==> src/rtl/cdc_pkg.sv <==
// Shared definitions for the multi-bit CDC receive controller: FSM encoding,
// enable-mode selectors and the FSM state record.
package cdc_pkg;

   localparam int MODE_LEVEL  = 0;
   localparam int MODE_TOGGLE = 1;

   typedef enum logic {
      IDLE = 1'b0,
      FULL = 1'b1
   } state_t;

   // FSM state and sticky overrun kept together so checkers can bind to one record
   typedef struct packed {
      state_t state;
      logic   overrun;
   } fsm_t;

endpackage

==> src/rtl/en_sync.sv <==
// Single-bit multi-flop synchronizer, reset to 0, for the source enable.
module en_sync #(
   parameter int NUM_STAGES = 2
) (
   input  logic CLK,
   input  logic RST,
   input  logic D,
   output logic Q
);

   logic [NUM_STAGES-1:0] sync_q;

   always_ff @(posedge CLK or negedge RST) begin
      if (!RST) begin
         sync_q <= '0;
      end else begin
         sync_q <= {sync_q[NUM_STAGES-2:0], D};
      end
   end

   assign Q = sync_q[NUM_STAGES-1];

endmodule

==> src/rtl/data_sync_ctrl.sv <==
// Receive-side controller for a multi-bit CDC path: synchronizes the source
// enable, captures the quasi-static bus on each event, hands it out via valid/ready.
//
// Handshake: a word is transferred at a rising CLK edge where SYNC_VALID and
// SYNC_READY are both 1; SYNC_VALID stays high until that edge, SYNC_READY is
// ignored while SYNC_VALID is low.
module data_sync_ctrl
   import cdc_pkg::*;
#(
   parameter int NUM_STAGES  = 2,
   parameter int BUS_WIDTH   = 8,
   parameter int TOGGLE_MODE = MODE_LEVEL
) (
   input  logic                 CLK,
   input  logic                 RST,
   input  logic [BUS_WIDTH-1:0] UNSYNC_BUS,
   input  logic                 BUS_ENABLE,
   output logic [BUS_WIDTH-1:0] SYNC_BUS,
   output logic                 ENABLE_PULSE,
   output logic                 SYNC_VALID,
   input  logic                 SYNC_READY,
   output logic                 OVERRUN,
   input  logic                 OVR_CLR
);

   localparam int BW = $clog2(NUM_STAGES + 2);
   localparam logic [BW-1:0] BLANK_END = BW'(NUM_STAGES + 1);

   logic          sync_en;
   logic          en_d;
   logic          raw_evt;
   logic          evt;
   logic          armed;
   logic [BW-1:0] blank_cnt;
   fsm_t          fsm_q;

   en_sync #(
      .NUM_STAGES(NUM_STAGES)
   ) u_en_sync (
      .CLK(CLK),
      .RST(RST),
      .D  (BUS_ENABLE),
      .Q  (sync_en)
   );

   // After reset the chain refills from 0; an enable already high at release
   // would look like a fresh edge, so events stay masked until the chain has
   // settled and en_d has caught up with it.
   always_ff @(posedge CLK or negedge RST) begin
      if (!RST) begin
         en_d      <= 1'b0;
         blank_cnt <= '0;
      end else begin
         en_d <= sync_en;
         if (!armed) begin
            blank_cnt <= blank_cnt + BW'(1);
         end
      end
   end

   assign armed   = (blank_cnt == BLANK_END);
   assign raw_evt = (TOGGLE_MODE == MODE_TOGGLE) ? (sync_en ^ en_d) : (sync_en & ~en_d);
   assign evt     = raw_evt & armed;

   always_ff @(posedge CLK or negedge RST) begin
      if (!RST) begin
         fsm_q        <= '{state: IDLE, overrun: 1'b0};
         SYNC_BUS     <= '0;
         ENABLE_PULSE <= 1'b0;
         SYNC_VALID   <= 1'b0;
      end else begin
         ENABLE_PULSE <= 1'b0;
         // Clear first so a drop in the same cycle overrides it
         if (OVR_CLR) begin
            fsm_q.overrun <= 1'b0;
         end
         case (fsm_q.state)
            IDLE: begin
               if (evt) begin
                  SYNC_BUS     <= UNSYNC_BUS;
                  ENABLE_PULSE <= 1'b1;
                  SYNC_VALID   <= 1'b1;
                  fsm_q.state  <= FULL;
               end
            end
            FULL: begin
               if (evt && SYNC_READY) begin
                  SYNC_BUS     <= UNSYNC_BUS;
                  ENABLE_PULSE <= 1'b1;
               end else if (evt) begin
                  fsm_q.overrun <= 1'b1;
               end else if (SYNC_READY) begin
                  SYNC_VALID  <= 1'b0;
                  fsm_q.state <= IDLE;
               end
            end
            default: begin
               SYNC_VALID  <= 1'b0;
               fsm_q.state <= IDLE;
            end
         endcase
      end
   end

   assign OVERRUN = fsm_q.overrun;

endmodule

==> config.mk <==
export PLATFORM = sky130hd
export DESIGN_NAME = data_sync_ctrl
export DESIGN_NICKNAME = d
export VERILOG_FILES = /design/src/rtl/cdc_pkg.sv /design/src/rtl/en_sync.sv /design/src/rtl/data_sync_ctrl.sv
export SDC_FILE = /design/constraint.sdc
export NUM_CORES = 1
export LEC_CHECK = 0
export CORE_UTILIZATION = 38
export CTS_CLUSTER_SIZE = 40
export DETAILED_ROUTE_END_ITERATION = 10
export PLACE_DENSITY = 0.68
export REMOVE_ABC_BUFFERS = 1
export SYNTH_ARGS = -nofsm -noshare
export SYNTH_HDL_FRONTEND = slang
export SYNTH_HIERARCHICAL = 1
export SYNTH_SLANG_ARGS = --single-unit
==> constraint.sdc <==
create_clock -name CLK -period 1.63 [get_ports CLK]
set_clock_uncertainty 0.2 [all_clocks]
set_input_delay 0.326 -clock CLK [delete_from_list [all_inputs] [get_ports CLK]]
set_output_delay 0.326 -clock CLK [all_outputs]
set_load 0.05 [all_outputs]
; Word level (Yosys, flattened, before mapping)
; Cells that the tools add are included.
[classes]
n_addsub = 1
n_eq_ne = 6
mux = 18
bitwise_logic = 4
n_reduce_logical = 3
[op_table]
columns = operator, count
row1 = $mux W8, 2
row2 = $pmux W8 S2, 1
row3 = $mux W1, 11
row4 = $ne A2 B2 Y1 const B, 4
row5 = $pmux W1 S2, 3
row6 = $reduce_and A4 Y1, 1
row7 = $add A2 B1 Y2 const B, 1
row8 = $and A1 B1 Y1, 2
row9 = $eq A2 B2 Y1 const B, 1
row10 = $mux W2, 1
row11 = $ne A2 B1 Y1 const B, 1
row12 = $not A1 Y1, 2
row13 = $reduce_and A2 Y1, 1
row14 = $logic_and A1 B1 Y1, 1
[word_totals]
regBits = 17
in_bits = 13
out_inout_bits = 11
elab_cells = 40

; Logic depth before layout (Yosys ltp)
; Gate-level depths: netlist of run 1.
[depth]
depth_word = 6
mapped_depth = 5
mapped_depth_nobuf = 4

; By module
; Netlist of run 1, hierarchy kept.
[modules_own_cells]
columns = mod, n_inst, cells_per_inst, area_per_inst_um2, seq_area_each_um2
row1 = data_sync_ctrl, 1, 37, 620.6, 375.4
row2 = en_sync, 1, 2, 50.0, 50.0

; Worst setup path after synthesis of run 1
; Ideal clock, no wire load.
[synth_path]
kind = reg-to-reg
startpoint = register blank_cnt[0]
endpoint = register SYNC_BUS[0]
setup_time_ns = 0.125
arrival_ns = 1.256
t_required_ns = 1.305
path_slack_ns = 0.049
stages_incl_launch_ff = 6
path_buffers = 1
period_less_slack_ns = 1.581
cell_sequence = dfrtp_1 ha_1 nand3b_2 nor2b_4 buf_12 mux2_4
[synth_via]
elab_chain_cells = 5
elab_cells_between_ends = 6
cone_classes = eq/ne (3) / bitwise (1) / reduce/logical (2)
[synth_lines]
columns = item, line_no
row1 = start: declaration, data_sync_ctrl.sv:34  ; logic [BW-1:0] blank_cnt;
row2 = start signal: assignment, data_sync_ctrl.sv:56  ; blank_cnt <= blank_cnt + BW'(1);
row3 = $eq A2 B2 Y1 (*), data_sync_ctrl.sv:61  ; assign armed = (blank_cnt == BLANK_END);
row4 = $and A1 B1 Y1 (*), data_sync_ctrl.sv:63  ; assign evt = raw_evt & armed;
row5 = $logic_and A1 B1 Y1, data_sync_ctrl.sv:87  ; if (evt && SYNC_READY) begin
row6 = $ne A2 B1 Y1 (no source line), --
row7 = $reduce_and A2 Y1 (no source line) (*), --
row8 = end signal: assignment, data_sync_ctrl.sv:68  ; SYNC_BUS <= '0;
row9 = end signal: assignment, data_sync_ctrl.sv:80  ; SYNC_BUS <= UNSYNC_BUS;
row10 = end signal: assignment, data_sync_ctrl.sv:88  ; SYNC_BUS <= UNSYNC_BUS;
row11 = end: declaration, data_sync_ctrl.sv:18  ; output logic [BUS_WIDTH-1:0] SYNC_BUS,
; Mark *: on every way between the ends. The rest lies on a longest branch, timed or not.
; A chain may end at the register's enable or synchronous reset.

; Final worst setup path of run 1
[layout_path]
startpoint = register blank_cnt[0]
endpoint = register SYNC_BUS[6]
; The elaborated chain is that of the path after synthesis.

==> run_results.csv, run 1 <==
group,metric,value,unit
global_routing,grt_overflow,0,
cells_and_area,layout_commonest_cell,"dfrtp_1",
place,placed_area,0.00106,sq mm
synth,synth-seq-cells,17,
pwr,power_frac_seq,43.5,%
sta,rsz0062_at_grt,"no",
synth,ys_seq_area_share,63.4,%
clocking,cts_buffers,3,
routing,drc,0,
routing,drtAntennaViolNets,0,
global_routing,antenna_found_initial,0,
sta,finalSetupViolCount,0,
pwr,switchingPower,0.000384,W
clocking,clk_latency,0.27,ns
job,max-cap-violations,0,
floorplanning,dieHeight,44.0,um
clocking,clkTransAtPathRegs,0.09,ns
pwr,clkPwrFrac,17.4,%
global_routing,grt_usage,14.0,%
cells_and_area,final_layout_size_suffix_gt1_share,46.5,%
sta,finalMaxSlewViolations,0,
pwr,p_total,0.00121,W
pwr,vdd_drop_max,661,uV
sta,worst_slack,0.0607,ns
floorplanning,initial_core_util,42.5,%
pwr,netSwitchingFraction,31.8,%
pwr,leakagePower,0.503,nW
cells_and_area,final_cell_area,0.00110,sq mm
sta,finalHoldViolCount,0,
synth,syn_avg_cell_area,17.2,sq um
worst_hold_path,hold_class,"input port to asynchronous set/reset pin",
worst_setup_path,worstSetupPathType,"register to register",
routing,wirelength,1110,um
place,place.gp.congestion,0.661,
sta,fmax,0.637,GHz
place,dp_hpwl,891,um
worst_setup_path,cp.required,1.59,ns
worst_setup_path,cp_max_fo,9,
global_routing,grt_pass1_wl,1910,um
routing,vias_per_cell,4.77,
floorplanning,rows,14,
sta,fin_tns_setup,0,ns
sta,post-route-period-util,96.3,%
clocking,cts_root_buf,"clkbuf_4",
clocking,cts.path.max_buffers,2,
synth,syn-cell-area,671,sq um
worst_setup_path,critPathCaptureType,"register",
synth,yosys_warnings,6,
pwr,intPower,0.000826,W
routing,wl_per_cell,12.7,um
sta,slew_headroom,85.8,%
floorplanning,ios,24,
clocking,clock_sinks,17,
global_routing,grt_max_degree,18,
floorplanning,die_w,44.0,um
pwr,pwr-share-comb,39.1,%
run_status,status,"completed",
routing,vias,415,
sta,period_needed,1.57,ns
worst_setup_path,crit_arrival,1.53,ns
cells_and_area,final_core_util,69.6,%
cells_and_area,diodes,0,
cells_and_area,nets,86,
place,io_buffer_count,23,
worst_setup_path,critPathLaunchType,"register",
global_routing,grt_pass1_vias,413,
synth,netlist_instances,39,
clocking,htree_levels,1,
pwr,p_per_area,1100,mW/mm^2
cells_and_area,final_cell_mix,"dfrtp_1 (17), clkdlybuf4s50_1 (12), buf_12 (12)",
routing,firstDrtPassIters,5,
floorplanning,core_area,0.00158,sq mm
cells_and_area,area_delta_synth_final,63.6,%
clocking,cts_tree,"built",
sta,max_slew.worst_pin.slew,0.213,ns
synth,synth_cell_types,14,
floorplanning,die_area,0.00194,sq mm
place,place_ws,-0.221,ns
routing,first_iter_violations,5,
## final timing paths
check	slack, ns	to	from	depth (start not counted)
worst max-delay path	0.06	SYNC_BUS[6]	blank_cnt[0]	5
worst min-delay path	0.16	OVERRUN	RST	2
worst max register to register	0.06	SYNC_BUS[6]	blank_cnt[0]	5
worst min register to register	0.16	u_en_sync/sync_q[1]	u_en_sync/sync_q[0]	0
max in group asynchronous	0.88	SYNC_VALID	RST	2
min in group CLK	0.16	u_en_sync/sync_q[1]	u_en_sync/sync_q[0]	0
## layout make-up
type | instances | area, sq um
Inverter | 2 | 7.51
Tap cell | 16 | 20.0
Timing Repair Buffer | 29 | 398
Multi-Input combinational cell | 19 | 220
Clock buffer | 4 | 26.3
Fill cell | 116 | 479
Sequential cell | 17 | 425
## kinds of logic (layout without fill, tap and decap cells)
logic type / Yosys count / count (layout) / share of synthesized area [%]
and+or+nand+nor: 5 / 5 / 6.90
muxes: 9 / 9 / 19.6
xor gates and xnor gates: 1 / 1 / 1.31
adders and majority gates: 1 / 1 / 1.87
AOI/OAI and AO/OA: 3 / 3 / 2.80
buffers and inverters: 3 / 35 / 4.11
DFF: 17 / 17 / 63.4
## registers in the layout (all words and copies together), names as in the netlist
name              count
SYNC_BUS              8
ENABLE_PULSE          1
blank_cnt             2
u_en_sync/sync_q      2
fsm_q                 1
SYNC_VALID            1
en_d                  1
OVERRUN               1
## through the flow
stage,hold WS [ns],std cells
finish,0.157,87
global route,0.167,87
CTS,0.158,86
detailed placement,0.138,82
global placement,0.134,82
floorplan,-0.170,38
## timing repair
item | in CTS | in global routing
buffers inserted | 0 | 1
endpoints found under the setup margin | 0 | 8
gates resized for setup | 0 | 1
hold buffers | 0 | 0
## power by group through the flow
stage / Combinational, W / Sequential (W) / Clock [W]
after floorplan: 0.0000775 / 0.000661 / 0
after global placement: 0.000471 / 0.000534 / 0
after detailed placement: 0.000477 / 0.000536 / 0
after CTS: 0.000478 / 0.000528 / 0.000217
after global routing: 0.000491 / 0.000534 / 0.000244
final: 0.000473 / 0.000526 / 0.000211
## worst max-delay path, stage by stage (launching register included)
cell,delay (ns)
dfrtp_1,0.37
ha_2,0.20
nand3b_2,0.11
nor2b_4,0.14
buf_12,0.14
mux2_4,0.30
## layer usage
layer | vias up | GRT usage [%] | share of wire (%)
li1 | 195 | - | -
met1 | 204 | 17.6 | 40
met2 | 16 | 22.9 | 54
met3 | 0 | 4.08 | 5.9
met4 | 0 | 5.45 | 0
met5 | - | 0 | 0
## synthesized netlist by cell type
cell	count	area, sq um
dfrtp_1	17	425
inv_1	2	7.51
a21boi_0	1	7.51
mux2_2	1	11.3
xnor2_1	1	8.76
nand3b_2	1	11.3
mux2_4	8	120
nand2b_4	1	13.8
nor2b_4	1	13.8
nand2_1	2	7.51
ha_1	1	12.5
a21oi_1	1	5.00
o22ai_1	1	6.26
buf_12	1	20.0
Note: power is estimated with default switching activity, not from simulation.
==> inputs of run 2 (changes only) <==
--- a/config.mk
+++ b/config.mk
@@ -5,11 +5,12 @@
 export SDC_FILE = /design/constraint.sdc
 export NUM_CORES = 1
 export LEC_CHECK = 0
-export CORE_UTILIZATION = 38
+export CORE_UTILIZATION = 42
 export CTS_CLUSTER_SIZE = 40
 export DETAILED_ROUTE_END_ITERATION = 10
-export PLACE_DENSITY = 0.68
+export PLACE_DENSITY = 0.72
 export REMOVE_ABC_BUFFERS = 1
+export SLEW_MARGIN = 20
 export SYNTH_ARGS = -nofsm -noshare
 export SYNTH_HDL_FRONTEND = slang
 export SYNTH_HIERARCHICAL = 1
==> constraint.sdc (replaced) <==
create_clock -name CLK -period 1.61 [get_ports CLK]
set_clock_uncertainty 0.2 [all_clocks]
set_input_delay 0.322 -clock CLK [delete_from_list [all_inputs] [get_ports CLK]]
set_output_delay 0.322 -clock CLK [all_outputs]
set_load 0.05 [all_outputs]
==> run 2 against run 1 <==
Final area increased by 4.8%. Count of clock-buffer cells in the layout decreased by 1. Core utilization increased by 6.7 points. Clock power increased by 8%. Sequential power increased by 1%. Global-route usage increased by 0.37 points. Combinational power increased by 2%. Register-to-register slack got worse by 0.03 ns. Sequential cell count unchanged. Critical endpoint is now SYNC_BUS[7]. Highest routed layer is now met4.
==> run_results.csv, run 2 (synthesized netlist as in run 1, its figures left out) <==
group,metric,value,unit
sta,finalHoldViolCount,0,
clocking,cts_buffers,3,
global_routing,grt_usage,14.4,%
cells_and_area,area_delta_synth_final,71.5,%
cells_and_area,diodes,0,
cells_and_area,largestRegisters,"SYNC_BUS (8), blank_cnt (2), u_en_sync/sync_q (2)",
worst_setup_path,worstSetupPathType,"register to register",
floorplanning,initial_core_util,44.5,%
floorplanning,die_area,0.00176,sq mm
sta,rsz0062_at_grt,"yes",
cells_and_area,num-fill-cells,90,
routing,firstDrtPassIters,4,
clocking,clock_sinks,17,
clocking,htree_levels,1,
floorplanning,dieHeight,42.0,um
clocking,clkTransAtPathRegs,0.10,ns
cells_and_area,final_cell_area,0.00115,sq mm
sta,max_slew.worst_pin.slew,0.208,ns
floorplanning,die_w,42.0,um
pwr,p_per_area,1080,mW/mm^2
sta,finalSetupViolCount,0,
pwr,p_total,0.00124,W
routing,wirelength,1050,um
routing,vias,421,
clocking,cts_tree,"built",
sta,fmax,0.632,GHz
worst_setup_path,crit_arrival,1.57,ns
cells_and_area,layout.area.seq,425,sq um
clocking,cts_root_buf,"clkbuf_4",
worst_setup_path,critPathCaptureType,"register",
global_routing,grt_pass1_wl,1850,um
sta,slew_headroom,86.1,%
worst_setup_path,critPathLaunchType,"register",
run_status,status,"completed",
place,placed_area,0.00106,sq mm
place,place.gp.congestion,0.670,
global_routing,grt_pass1_vias,432,
global_routing,grt_max_degree,18,
worst_setup_path,cp.required,1.59,ns
floorplanning,ios,24,
floorplanning,rows,14,
worst_setup_path,crit_chain,"ha_4 -> nand3b_4 -> nor2b_4 -> clkbuf_16 -> mux2_4",
job,max-cap-violations,0,
pwr,leakagePower,0.526,nW
routing,drc,0,
cells_and_area,top_register,"SYNC_BUS",
worst_hold_path,hold_class,"input port to asynchronous set/reset pin",
worst_setup_path,cpPeakStageDelay,0.40,ns
cells_and_area,nets,88,
worst_setup_path,reg2reg_setup_slack,0.03,ns
place,dp_hpwl,778,um
global_routing,grt_overflow,0,
routing,vias_per_cell,4.73,
worst_setup_path,cp_max_fo,4,
clocking,postCtsHoldBufs,0,
routing,first_iter_violations,3,
clocking,cts.path.max_buffers,2,
cells_and_area,final_cell_mix,"dfrtp_1 (17), clkdlybuf4s50_1 (12), buf_12 (12)",
worst_setup_path,cp_slowest_cell,"dfrtp_1",
cells_and_area,multi_input_area,239,sq um
sta,whs,0.145,ns
cells_and_area,final_core_util,76.3,%
pwr,vdd_drop_max,714,uV
routing,wl_per_cell,11.8,um
clocking,clk_latency,0.29,ns
global_routing,antenna_found_initial,0,
cells_and_area,layout_commonest_cell,"dfrtp_1",
place,io_buffer_count,23,
sta,finalMaxSlewViolations,0,
floorplanning,core_area,0.00151,sq mm
cells_and_area,largest_reg_flops,8,
sta,period_needed,1.58,ns
sta,post-route-period-util,98.3,%
routing,drtAntennaViolNets,0,
cells_and_area,final_layout_size_suffix_gt1_share,49.3,%
## run 2: area by class of cell
class                           instances  share of cell area, %
Timing Repair Buffer                   31                   37.4
Sequential cell                        17                   37.0
Multi-Input combinational cell         19                   20.8
Clock buffer                            3                   1.96
Tap cell                               16                   1.74
Inverter                                2                  0.653
Clock inverter                          1                  0.435
## run 2: path summary, 6_finish.rpt
kind | startpoint | cells past startpoint | end
worst max-delay path | blank_cnt[1] | 5 | SYNC_BUS[7]
worst min-delay path | RST | 2 | blank_cnt[0]
worst max register to register | blank_cnt[1] | 5 | SYNC_BUS[7]
worst min register to register | u_en_sync/sync_q[0] | 0 | u_en_sync/sync_q[1]
max in group asynchronous | RST | 2 | fsm_q[1]
min in group CLK | u_en_sync/sync_q[0] | 0 | u_en_sync/sync_q[1]
## run 2: what timing repair did
action                     in CTS  in global routing
setup endpoints to repair       1                  8
pin swaps                       0                  1
setup buffers                   0                  2
hold endpoints to repair        0                  0
gates resized for setup         1                  2
cloned                          0                  1
## run 2: where the power goes
group	internal (W)	switching, W	total, W
Sequential	0.000477	0.0000558	0.000533
Clock	0.0000925	0.000135	0.000227
Combinational	0.000270	0.000213	0.000483
Total	0.000839	0.000403	0.00124
## run 2: per-stage QoR
| step | cells | setup TNS (ns) | setup slack (ns) |
|---|---|---|---|
| after global placement | 82 | -1.84 | -0.234 |
| after global routing | 89 | -0.136 | -0.0330 |
| after CTS | 86 | 0 | 0.00126 |
| after detailed placement | 82 | -1.85 | -0.234 |
| after floorplan | 38 | -0.167 | -0.0209 |
| final | 89 | 0 | 0.0276 |
## run 2: worst max-delay path: cells and delay by family (launching register included)
family	cells	cell delay, ns
fa+ha+maj	1	0.17
simple gates	2	0.26
flops	1	0.40
buf+inv	1	0.16
mux	1	0.28
## run 2: routing by layer
metal  global-route usage [%]  up-vias  share of wire (%)
li1                         -      198                  -
met1                     20.1      203                 45
met2                     20.0       18                 46
met3                     4.35        2                6.9
met4                     7.74        0                1.8
met5                        0        -                  0
==> inputs of run 3 (changes only) <==
--- a/config.mk
+++ b/config.mk
@@ -5,6 +5,7 @@
 export SDC_FILE = /design/constraint.sdc
 export NUM_CORES = 1
 export LEC_CHECK = 0
+export ABC_CLOCK_PERIOD_IN_PS = 1610
 export CORE_UTILIZATION = 42
 export CTS_CLUSTER_SIZE = 40
 export DETAILED_ROUTE_END_ITERATION = 10
==> results of run 3 <==
The final DEF is identical to that of run 2; final timing and power are the same.
